<file path="config.mk">
export PLATFORM = sky130hd
export DESIGN_NAME = pwm_capture_flat
export DESIGN_NICKNAME = d
export VERILOG_FILES = /design/src/rtl/pwm_capture_pkg.sv /design/src/rtl/pwm_capture_if.sv /design/src/rtl/pwm_capture_chan.sv /design/src/rtl/pwm_capture.sv /design/src/flat_wrapper.sv
export SDC_FILE = /design/constraint.sdc
export NUM_CORES = 1
export LEC_CHECK = 0
export ABC_AREA = 1
export CORE_ASPECT_RATIO = 1.5
export CORE_MARGIN = 3
export CORE_UTILIZATION = 30
export DETAILED_ROUTE_END_ITERATION = 6
export PLACE_DENSITY_LB_ADDON = 0.15
export SYNTH_ARGS = -nofsm -noshare
export SYNTH_HDL_FRONTEND = slang
export SYNTH_SLANG_ARGS = --single-unit
</file>
<file path="constraint.sdc">
create_clock -name clk -period 4.3 [get_ports clk]
set_input_delay 0.43 -clock clk [delete_from_list [all_inputs] [get_ports clk]]
set_output_delay 0.43 -clock clk [all_outputs]
set_load 0.01 [all_outputs]
</file>
<file path="src/rtl/pwm_capture_pkg.sv">
// pwm_capture_pkg -- shared definitions for the PWM capture block.
//
// Holds the project-wide defines (capture limit, register group codes,
// channel FSM encodings) and the package that turns them into typed
// localparams and the channel state enum.
//
// Defines:
//   `PwmCapMax        counter limit before a channel reports a timeout
//   `ZeroWord         value returned for unmapped reads
//   `PwmCapGrpPeriod  addr[23:20] code of the PERIOD registers
//   `PwmCapGrpHigh    addr[23:20] code of the HIGH registers
//   `PwmCapGrpCtrl    addr[23:20] code of CTRL
//   `PwmCapGrpStat    addr[23:20] code of STATUS
//   `PwmCapStIdle/Arm/Meas  channel FSM state encodings
//
// Optional feature macro used by the block: PWM_CAPTURE_IRQ_EN.

`ifndef PwmCapMax
`define PwmCapMax 32'h00FF_FFFF
`endif

`ifndef ZeroWord
`define ZeroWord 32'h0000_0000
`endif

`ifndef PwmCapGrpPeriod
`define PwmCapGrpPeriod 4'h0
`endif

`ifndef PwmCapGrpHigh
`define PwmCapGrpHigh 4'h1
`endif

`ifndef PwmCapGrpCtrl
`define PwmCapGrpCtrl 4'h2
`endif

`ifndef PwmCapGrpStat
`define PwmCapGrpStat 4'h3
`endif

`ifndef PwmCapStIdle
`define PwmCapStIdle 2'd0
`endif

`ifndef PwmCapStArm
`define PwmCapStArm 2'd1
`endif

`ifndef PwmCapStMeas
`define PwmCapStMeas 2'd2
`endif

package pwm_capture_pkg;

    localparam int          NUM_CH      = 4;
    localparam logic [31:0] PWM_CAP_MAX = `PwmCapMax;
    localparam logic [31:0] ZERO_WORD   = `ZeroWord;

    localparam logic [3:0] GRP_PERIOD = `PwmCapGrpPeriod;
    localparam logic [3:0] GRP_HIGH   = `PwmCapGrpHigh;
    localparam logic [3:0] GRP_CTRL   = `PwmCapGrpCtrl;
    localparam logic [3:0] GRP_STAT   = `PwmCapGrpStat;

    typedef enum logic [1:0] {
        ST_IDLE = `PwmCapStIdle,
        ST_ARM  = `PwmCapStArm,
        ST_MEAS = `PwmCapStMeas
    } chan_state_e;

    // Channel field of the address selects one of the four channels; any
    // larger value is treated as an unmapped location.
    function automatic logic chan_in_range(input logic [3:0] ch);
        return (ch < 4'(NUM_CH));
    endfunction

endpackage

</file>
<file path="src/rtl/pwm_capture_if.sv">
// pwm_capture_if -- simple register bus used to reach the PWM capture block.
//
// Signals:
//   we_i    write enable (one cycle per write)
//   addr_i  byte address; [23:20] group, [19:16] channel
//   data_i  write data
//   data_o  read data, combinational from addr_i
//
// Modports: master (bus driver), slave (pwm_capture).

interface pwm_capture_if;

    logic        we_i;
    logic [31:0] addr_i;
    logic [31:0] data_i;
    logic [31:0] data_o;

    modport master (
        output we_i,
        output addr_i,
        output data_i,
        input  data_o
    );

    modport slave (
        input  we_i,
        input  addr_i,
        input  data_i,
        output data_o
    );

endinterface

</file>
<file path="src/rtl/pwm_capture_chan.sv">
// pwm_capture_chan -- one PWM measurement channel.
//
// Synchronizes an asynchronous PWM pin, detects its edges and measures the
// period (rising to rising) and high time (rising to falling) in clk cycles.
//
// Ports:
//   clk            system clock, rising edge
//   rst            asynchronous reset, active low
//   pwm_in         asynchronous PWM pin
//   enable         channel enable from CTRL
//   period_o       last captured period
//   high_o         last captured high time
//   valid_set_o    one-cycle pulse: a new period was captured
//   timeout_set_o  one-cycle pulse: no rising edge within CNT_MAX cycles

module pwm_capture_chan
    import pwm_capture_pkg::*;
#(
    parameter logic [31:0] CNT_MAX = PWM_CAP_MAX
) (
    input  logic        clk,
    input  logic        rst,
    input  logic        pwm_in,
    input  logic        enable,
    output logic [31:0] period_o,
    output logic [31:0] high_o,
    output logic        valid_set_o,
    output logic        timeout_set_o
);

    logic        sync1_q, sync1_d;
    logic        sync2_q, sync2_d;
    logic        edge_q,  edge_d;
    logic        rise;
    logic        fall;

    chan_state_e state_q, state_d;
    logic [31:0] cnt_q, cnt_d;
    logic [31:0] period_q, period_d;
    logic [31:0] high_q, high_d;

    // Two synchronizer flops followed by one history flop. Comparing the
    // synchronized level with its history yields edge strobes that the FSM
    // consumes on the third clock edge after the pin settles.
    always_comb begin
        sync1_d = pwm_in;
        sync2_d = sync1_q;
        edge_d  = sync2_q;
    end

    always_ff @(posedge clk or negedge rst) begin
        if (!rst) begin
            sync1_q <= 1'b0;
            sync2_q <= 1'b0;
            edge_q  <= 1'b0;
        end else begin
            sync1_q <= sync1_d;
            sync2_q <= sync2_d;
            edge_q  <= edge_d;
        end
    end

    assign rise = sync2_q & ~edge_q;
    assign fall = ~sync2_q & edge_q;

    // Measurement FSM. cnt holds the number of cycles since the last
    // detected rising edge, so its value at the next edge is the interval.
    // A disabled channel drops to IDLE from any state and forgets cnt, but
    // the captured PERIOD/HIGH values are kept for software to read.
    always_comb begin
        state_d       = state_q;
        cnt_d         = cnt_q;
        period_d      = period_q;
        high_d        = high_q;
        valid_set_o   = 1'b0;
        timeout_set_o = 1'b0;

        if (!enable) begin
            state_d = ST_IDLE;
            cnt_d   = 32'd0;
        end else begin
            case (state_q)
                ST_IDLE: begin
                    state_d = ST_ARM;
                    cnt_d   = 32'd0;
                end
                ST_ARM: begin
                    if (rise) begin
                        state_d = ST_MEAS;
                        cnt_d   = 32'd1;
                    end
                end
                ST_MEAS: begin
                    if (rise) begin
                        period_d    = cnt_q;
                        valid_set_o = 1'b1;
                        cnt_d       = 32'd1;
                    end else if (cnt_q >= CNT_MAX) begin
                        // Pin stuck: report it and wait for a fresh rising edge.
                        timeout_set_o = 1'b1;
                        state_d       = ST_ARM;
                        cnt_d         = 32'd0;
                    end else begin
                        cnt_d = cnt_q + 32'd1;
                        if (fall) begin
                            high_d = cnt_q;
                        end
                    end
                end
                default: begin
                    state_d = ST_IDLE;
                    cnt_d   = 32'd0;
                end
            endcase
        end
    end

    always_ff @(posedge clk or negedge rst) begin
        if (!rst) begin
            state_q  <= ST_IDLE;
            cnt_q    <= 32'd0;
            period_q <= 32'd0;
            high_q   <= 32'd0;
        end else begin
            state_q  <= state_d;
            cnt_q    <= cnt_d;
            period_q <= period_d;
            high_q   <= high_d;
        end
    end

    assign period_o = period_q;
    assign high_o   = high_q;

endmodule

</file>
<file path="src/rtl/pwm_capture.sv">
// pwm_capture -- four-channel PWM period / high-time capture unit.
//
// Each channel measures its PWM input in clk cycles; software reads the
// results and status through a small register bus.
//
// Register map (addr[23:20] group, addr[19:16] channel 0..3):
//   0  PERIOD[ch]  RO
//   1  HIGH[ch]    RO
//   2  CTRL        RW  [3:0] enable, [7:4] irq mask
//   3  STATUS      W1C [3:0] valid, [7:4] timeout
// Unmapped locations read zero and ignore writes.
//
// Ports:
//   clk     system clock, rising edge
//   rst     asynchronous reset, active low
//   bus     register bus (pwm_capture_if.slave)
//   pwm_in  asynchronous PWM inputs, one per channel
//   irq_o   level interrupt, active high
//
// Build option: define PWM_CAPTURE_IRQ_EN to enable the interrupt; without
// it irq_o is tied low and the CTRL mask field reads zero.

module pwm_capture
    import pwm_capture_pkg::*;
#(
    parameter logic [31:0] CNT_MAX = PWM_CAP_MAX
) (
    input  logic         clk,
    input  logic         rst,
    pwm_capture_if.slave bus,
    input  logic [3:0]   pwm_in,
    output logic         irq_o
);

    logic [3:0]  grp;
    logic [3:0]  ch;
    logic        reg_we;
    logic        unused_bus;

    logic [31:0] period_w [NUM_CH];
    logic [31:0] high_w   [NUM_CH];
    logic [3:0]  valid_set;
    logic [3:0]  timeout_set;

    logic [7:0]  ctrl_q, ctrl_d;
    logic [7:0]  status_q, status_d;
    logic [7:0]  status_clr;

    assign grp        = bus.addr_i[23:20];
    assign ch         = bus.addr_i[19:16];
    assign reg_we     = bus.we_i && chan_in_range(ch);
    assign unused_bus = ^{bus.addr_i[31:24], bus.addr_i[15:0], bus.data_i[31:8]};

    for (genvar i = 0; i < NUM_CH; i++) begin : g_chan
        pwm_capture_chan #(
            .CNT_MAX (CNT_MAX)
        ) u_chan (
            .clk           (clk),
            .rst           (rst),
            .pwm_in        (pwm_in[i]),
            .enable        (ctrl_q[i]),
            .period_o      (period_w[i]),
            .high_o        (high_w[i]),
            .valid_set_o   (valid_set[i]),
            .timeout_set_o (timeout_set[i])
        );
    end

    // Read mux, purely combinational from the address.
    always_comb begin
        bus.data_o = ZERO_WORD;
        if (chan_in_range(ch)) begin
            case (grp)
                GRP_PERIOD: bus.data_o = period_w[ch[1:0]];
                GRP_HIGH:   bus.data_o = high_w[ch[1:0]];
                GRP_CTRL:   bus.data_o = {24'h0, ctrl_q};
                GRP_STAT:   bus.data_o = {24'h0, status_q};
                default:    bus.data_o = ZERO_WORD;
            endcase
        end
    end

    // CTRL write. Without the interrupt option the mask bits are not stored.
    always_comb begin
        ctrl_d = ctrl_q;
        if (reg_we && (grp == GRP_CTRL)) begin
            ctrl_d = bus.data_i[7:0];
        end
`ifndef PWM_CAPTURE_IRQ_EN
        ctrl_d[7:4] = 4'h0;
`endif
    end

    // STATUS: write-1-to-clear, but a hardware set in the same cycle is
    // applied after the clear so the event is never lost.
    always_comb begin
        status_clr = 8'h00;
        if (reg_we && (grp == GRP_STAT)) begin
            status_clr = bus.data_i[7:0];
        end
        status_d = (status_q & ~status_clr) | {timeout_set, valid_set};
    end

    always_ff @(posedge clk or negedge rst) begin
        if (!rst) begin
            ctrl_q   <= 8'h00;
            status_q <= 8'h00;
        end else begin
            ctrl_q   <= ctrl_d;
            status_q <= status_d;
        end
    end

`ifdef PWM_CAPTURE_IRQ_EN
    logic irq_q, irq_d;

    // A channel raises the interrupt while its valid or timeout flag is set
    // and its mask bit is on.
    always_comb begin
        irq_d = |((status_q[3:0] | status_q[7:4]) & ctrl_q[7:4]);
    end

    always_ff @(posedge clk or negedge rst) begin
        if (!rst) begin
            irq_q <= 1'b0;
        end else begin
            irq_q <= irq_d;
        end
    end

    assign irq_o = irq_q;
`else
    assign irq_o = 1'b0;
`endif

endmodule

</file>
<file path="src/flat_wrapper.sv">
// flat-port wrapper written by rule: the top's interface ports become plain ports
module pwm_capture_flat import pwm_capture_pkg::*;
#(
    parameter logic [31:0] CNT_MAX = PWM_CAP_MAX
)
  (clk, rst, pwm_in, irq_o, bus_we_i, bus_addr_i, bus_data_i, bus_data_o);
  pwm_capture_if bus_i ();
  input  logic clk;
  input  logic rst;
  input  logic [3:0] pwm_in;
  output logic irq_o;
  input wire logic [$bits(bus_i.we_i)-1:0] bus_we_i;
  input wire logic [$bits(bus_i.addr_i)-1:0] bus_addr_i;
  input wire logic [$bits(bus_i.data_i)-1:0] bus_data_i;
  output wire logic [$bits(bus_i.data_o)-1:0] bus_data_o;
  assign bus_i.we_i = bus_we_i;
  assign bus_i.addr_i = bus_addr_i;
  assign bus_i.data_i = bus_data_i;
  assign bus_data_o = bus_i.data_o;
  pwm_capture #(.CNT_MAX(CNT_MAX)) u_core (.clk(clk), .rst(rst), .bus(bus_i), .pwm_in(pwm_in), .irq_o(irq_o));
endmodule
</file>
==> impl_metrics.ini <==
[clocking]
cts_hold_buf = 1
clock_sinks = 416
cts_buffers = 45
htreeDepth = 2
cts_resized = 0
cts_tree = done
post_cts_buffers = 0
clkTransAtPathRegs_ns = 0.06
cts_max_path_buffers = 3
root_buffer = clkbuf_16
clock_latency_ns = 0.58

[global_route]
grt.total_usage_pct = 19.12
antenna_found_initial = 3
grt_pass1_wl_um = 102300
grt_util_met2_pct = 33.03
grt-busiest-layer = met2
grt_start_max_net_pins = 129
grt_pass1_vias = 16692
grt_use_met1_pct = 23.30
use_met3_pct = 3.082
overflow = 0

[yosys]
synthAdderAreaFrac_pct = 0.9948
synth_area_leaders = dfrtp_1 (52%), nand2_1 (12%), o21ai_0 (7.7%), nor2_1 (5.9%), inv_1 (4.0%)
syn_nets = 2568
syn_inst = 2481
synth_ff_type = dfrtp_1
yosysWarnings = 0
netlist_area_um2 = 20120
yosysTopAreaCellShare_pct = 51.73
synthArstFlopShare_pct = 100.0
synth_top_family_by_area = simple AND/OR/NAND/NOR gates
synth-seq-cells = 416
synth_top_cell_by_area = dfrtp_1
yosysSeqAreaShare_pct = 51.73
synth_mux_area_share_pct = 1.119
synth_cell_type_count = 46
syn_area_per_cell_um2 = 8.111
synth_enable_flop_cells = 0
synth_xor_area_share_pct = 2.220
synthSimpleGateAreaFrac_pct = 24.00
synth_compound_area_share_pct = 12.40

[critical_path]
slowest_stage = clkdlybuf4s50_1
crit_family = buffers and inverters
ff2ff_path_depth = 11
cp.depth = 7
crit_path_max_fanout = 21
crit_buf_inv = 4
cpPeakStageDelay_ns = 0.59
startpoint_type = primary input
cp_data_required_time_ns = 3.87
crit_path_end_kind = output port
worstReg2RegEnd = u_core.g_chan[1].u_chan.high_o[2]$_DFFE_PN0P_
crit_chain = clkdlybuf4s50_1, nor4_4, buf_4, buf_4, nand2_1, a21oi_1, clkdlybuf4s50_1
crit_type = in2out
r2r_start = u_core.g_chan[1].u_chan.cnt_q[0]$_DFFE_PN0P_
crit_arrival_ns = 2.86
reg2reg_slack_ns = 1.48

[placed_design]
io_buffers = 54
dpl_cell_area_um2 = 21500
dp_hpwl_um = 46570
place_congestion = 0.8319

[finish]
areaGrowthSynthToFinish_pct = 14.15
finalInstanceArea_um2 = 22970
drive_gt1_share_pct = 8.875
nets = 2580

[sta]
fin_crit_ns = 3.286
period_share_pct = 76.42
rsz0062_at_grt = no
tns_ns = 0
fin_worst_skew_ns = 0.01916
worst_pin_slew_ns = 1.133
hold_violations = 0
fmax_ghz = 0.3043
finalMaxSlewViolations = 0
max_slew_margin_pct = 24.22
finalSetupViolations = 0

[power]
p_int_uw = 6330
seqPwrFrac_pct = 47.5
cellPowerDensity_nw_per_um2 = 363.7
power.leakage_uw = 0.01017
peakVddDrop_v = 0.0002211
p_switching_uw = 2026
p_sw_share_pct = 24.25
clkPwrFrac_pct = 47.0
p_comb_share_pct = 5.5

[detailed_routing]
ant_nets = 0
routedWlPerCell_um = 19.68
drc = 0
first_iter_violations = 1080
wl_um = 66980
vias_per_cell = 4.880
vias = 16610
first_pass_iters = 7

[run_status]
outcome = complete, no violations

[run]
maxCapViolCount = 0

[hold_path]
min_to = u_core.g_chan[0].u_chan.sync1_q$_DFF_PN0_
whs_path_depth = 1
hp-class = in2reg
min-delay-start = pwm_in[0]

[die]
fp.dieW_um = 217.5
die_height_um = 323.2
die_area_um2 = 70280
coreArea_um2 = 66040
rows = 115
num_io_pins = 104
start_util_pct = 30.47
cell usage after synthesis (18+ instances only):
cell type / count
a21oi_1: 64
inv_1: 215
dfrtp_1: 416
nand3_1: 76
mux2_2: 20
nand4_1: 37
nor3_1: 27
nand2_1: 634
xor2_1: 50
nor2_1: 317
o21ai_0: 308
clkbuf_1: 56
o21ai_2: 18
o22ai_1: 53
nand2_2: 31
buf_2: 38
worst reg2reg max path: cells and delay by family (launching register included):
kind                     cells  cell delay (ns)
AND/OR/NAND/NOR              9             1.68
flip-flops                   1             0.44
buffers and inverters        1             0.39
adder cells (fa/ha/maj)      1             0.24
power groups by stage:
stage          clock network [µW]  registers [µW]  logic, µW
2_1_floorplan                   0            4030        227
3_3_place_gp                    0            4040        466
3_5_place_dp                    0            4040        470
4_1_cts                      4040            3970        472
5_1_grt                      4180            3970        513
6_report                     3920            3970        459
cells in the final DEF, fill, tap and decap left out, types with 2 or more instances in the layout:
master and count:
a21boi_0 3, a21oi_1 64, buf_12 11, buf_4 19, bufinv_16 3, clkbuf_1 6
clkbuf_16 45, clkbuf_8 10, clkdlybuf4s50_1 51, clkinv_1 2, clkinv_2 13, clkinvlp_4 2
dfrtp_1 416, diode_2 3, ha_1 16, inv_1 215, inv_2 16, mux2_2 20
nand2_1 631, nand2_2 34, nand2_4 3, nand3_1 75, nand3_2 3, nand3b_1 3
nand4_1 37, nand4_2 2, nor2_1 317, nor2_2 15, nor2_4 4, nor3_1 27
o21ai_0 308, o21ai_1 13, o21ai_2 18, o21bai_1 2, o22ai_1 53, or2_1 2
xor2_1 50
through the flow:
stage               instances  worst slack, ns  util (%)  total power [µW]  hold WS, ns
detailed placement       3322           0.9808     32.56              4513       0.3386
CTS                      3401           0.9793     34.77              8484       0.2540
global placement         3322           0.9805     32.56              4509       0.3383
finish                   3404            1.014     34.78              8355       0.2936
global route             3401           0.8366     34.77              8669       0.2777
floorplan                2481            2.319         -              4256       0.1344
worst max path at each step:
| stage | from | to | slack [ns] |
|---|---|---|---|
| 6_report | bus_addr_i[21] | bus_data_o[20] | 1.01 |
| 5_1_grt | bus_addr_i[21] | bus_data_o[20] | 0.84 |
| 3_3_place_gp | bus_addr_i[21] | bus_data_o[27] | 0.98 |
| 3_5_place_dp | bus_addr_i[21] | bus_data_o[20] | 0.98 |
| 4_1_cts | bus_addr_i[21] | bus_data_o[20] | 0.98 |
| 2_1_floorplan | bus_addr_i[16] | bus_data_o[24] | 2.32 |
layout make-up:
type | count | area, µm²
multi-input combinational | 1712 | 8222
timing repair buffer | 84 | 903.4
fill | 6952 | 43070
tap | 877 | 1097
sequential | 416 | 10410
inverter | 234 | 879.6
clock inverter | 17 | 165.2
clock buffer | 61 | 1286
antenna | 3 | 7.507
sequential cells by signal, summed over array words and instances, names as in the netlist:
register	cells
u_core.g_chan.u_chan.high_o	128
u_core.status_q	8
u_core.g_chan.u_chan.cnt_q	128
u_core.g_chan.u_chan.edge_d	4
u_core.ctrl_q	4
u_core.g_chan.u_chan.sync1_q	4
u_core.g_chan.u_chan.edge_q	4
u_core.g_chan.u_chan.state_q	8
u_core.g_chan.u_chan.period_o	128
per-layer routing:
| layer | vias up | part of all wire, % | wire length [µm] |
|---|---|---|---|
| met5 | - | 0 | 0 |
| met4 | 0 | 5.3 | 3572 |
| met3 | 123 | 4.2 | 2844 |
| met2 | 354 | 49 | 33020 |
| met1 | 8156 | 41 | 27550 |
| li1 | 7977 | - | - |
cell families (layout without fill, tap and decap cells):
logic type                 after synthesis  in the layout
muxes                                   20             20
and+or+nand+nor                       1158           1158
other                                    1              4
DFF                                    416            416
adders and majority gates               16             16
AOI/OAI and AO/OA                      466            466
buffers and inverters                  353            396
xor gates and xnor gates                51             51
Power figures use the tool's default switching activity.
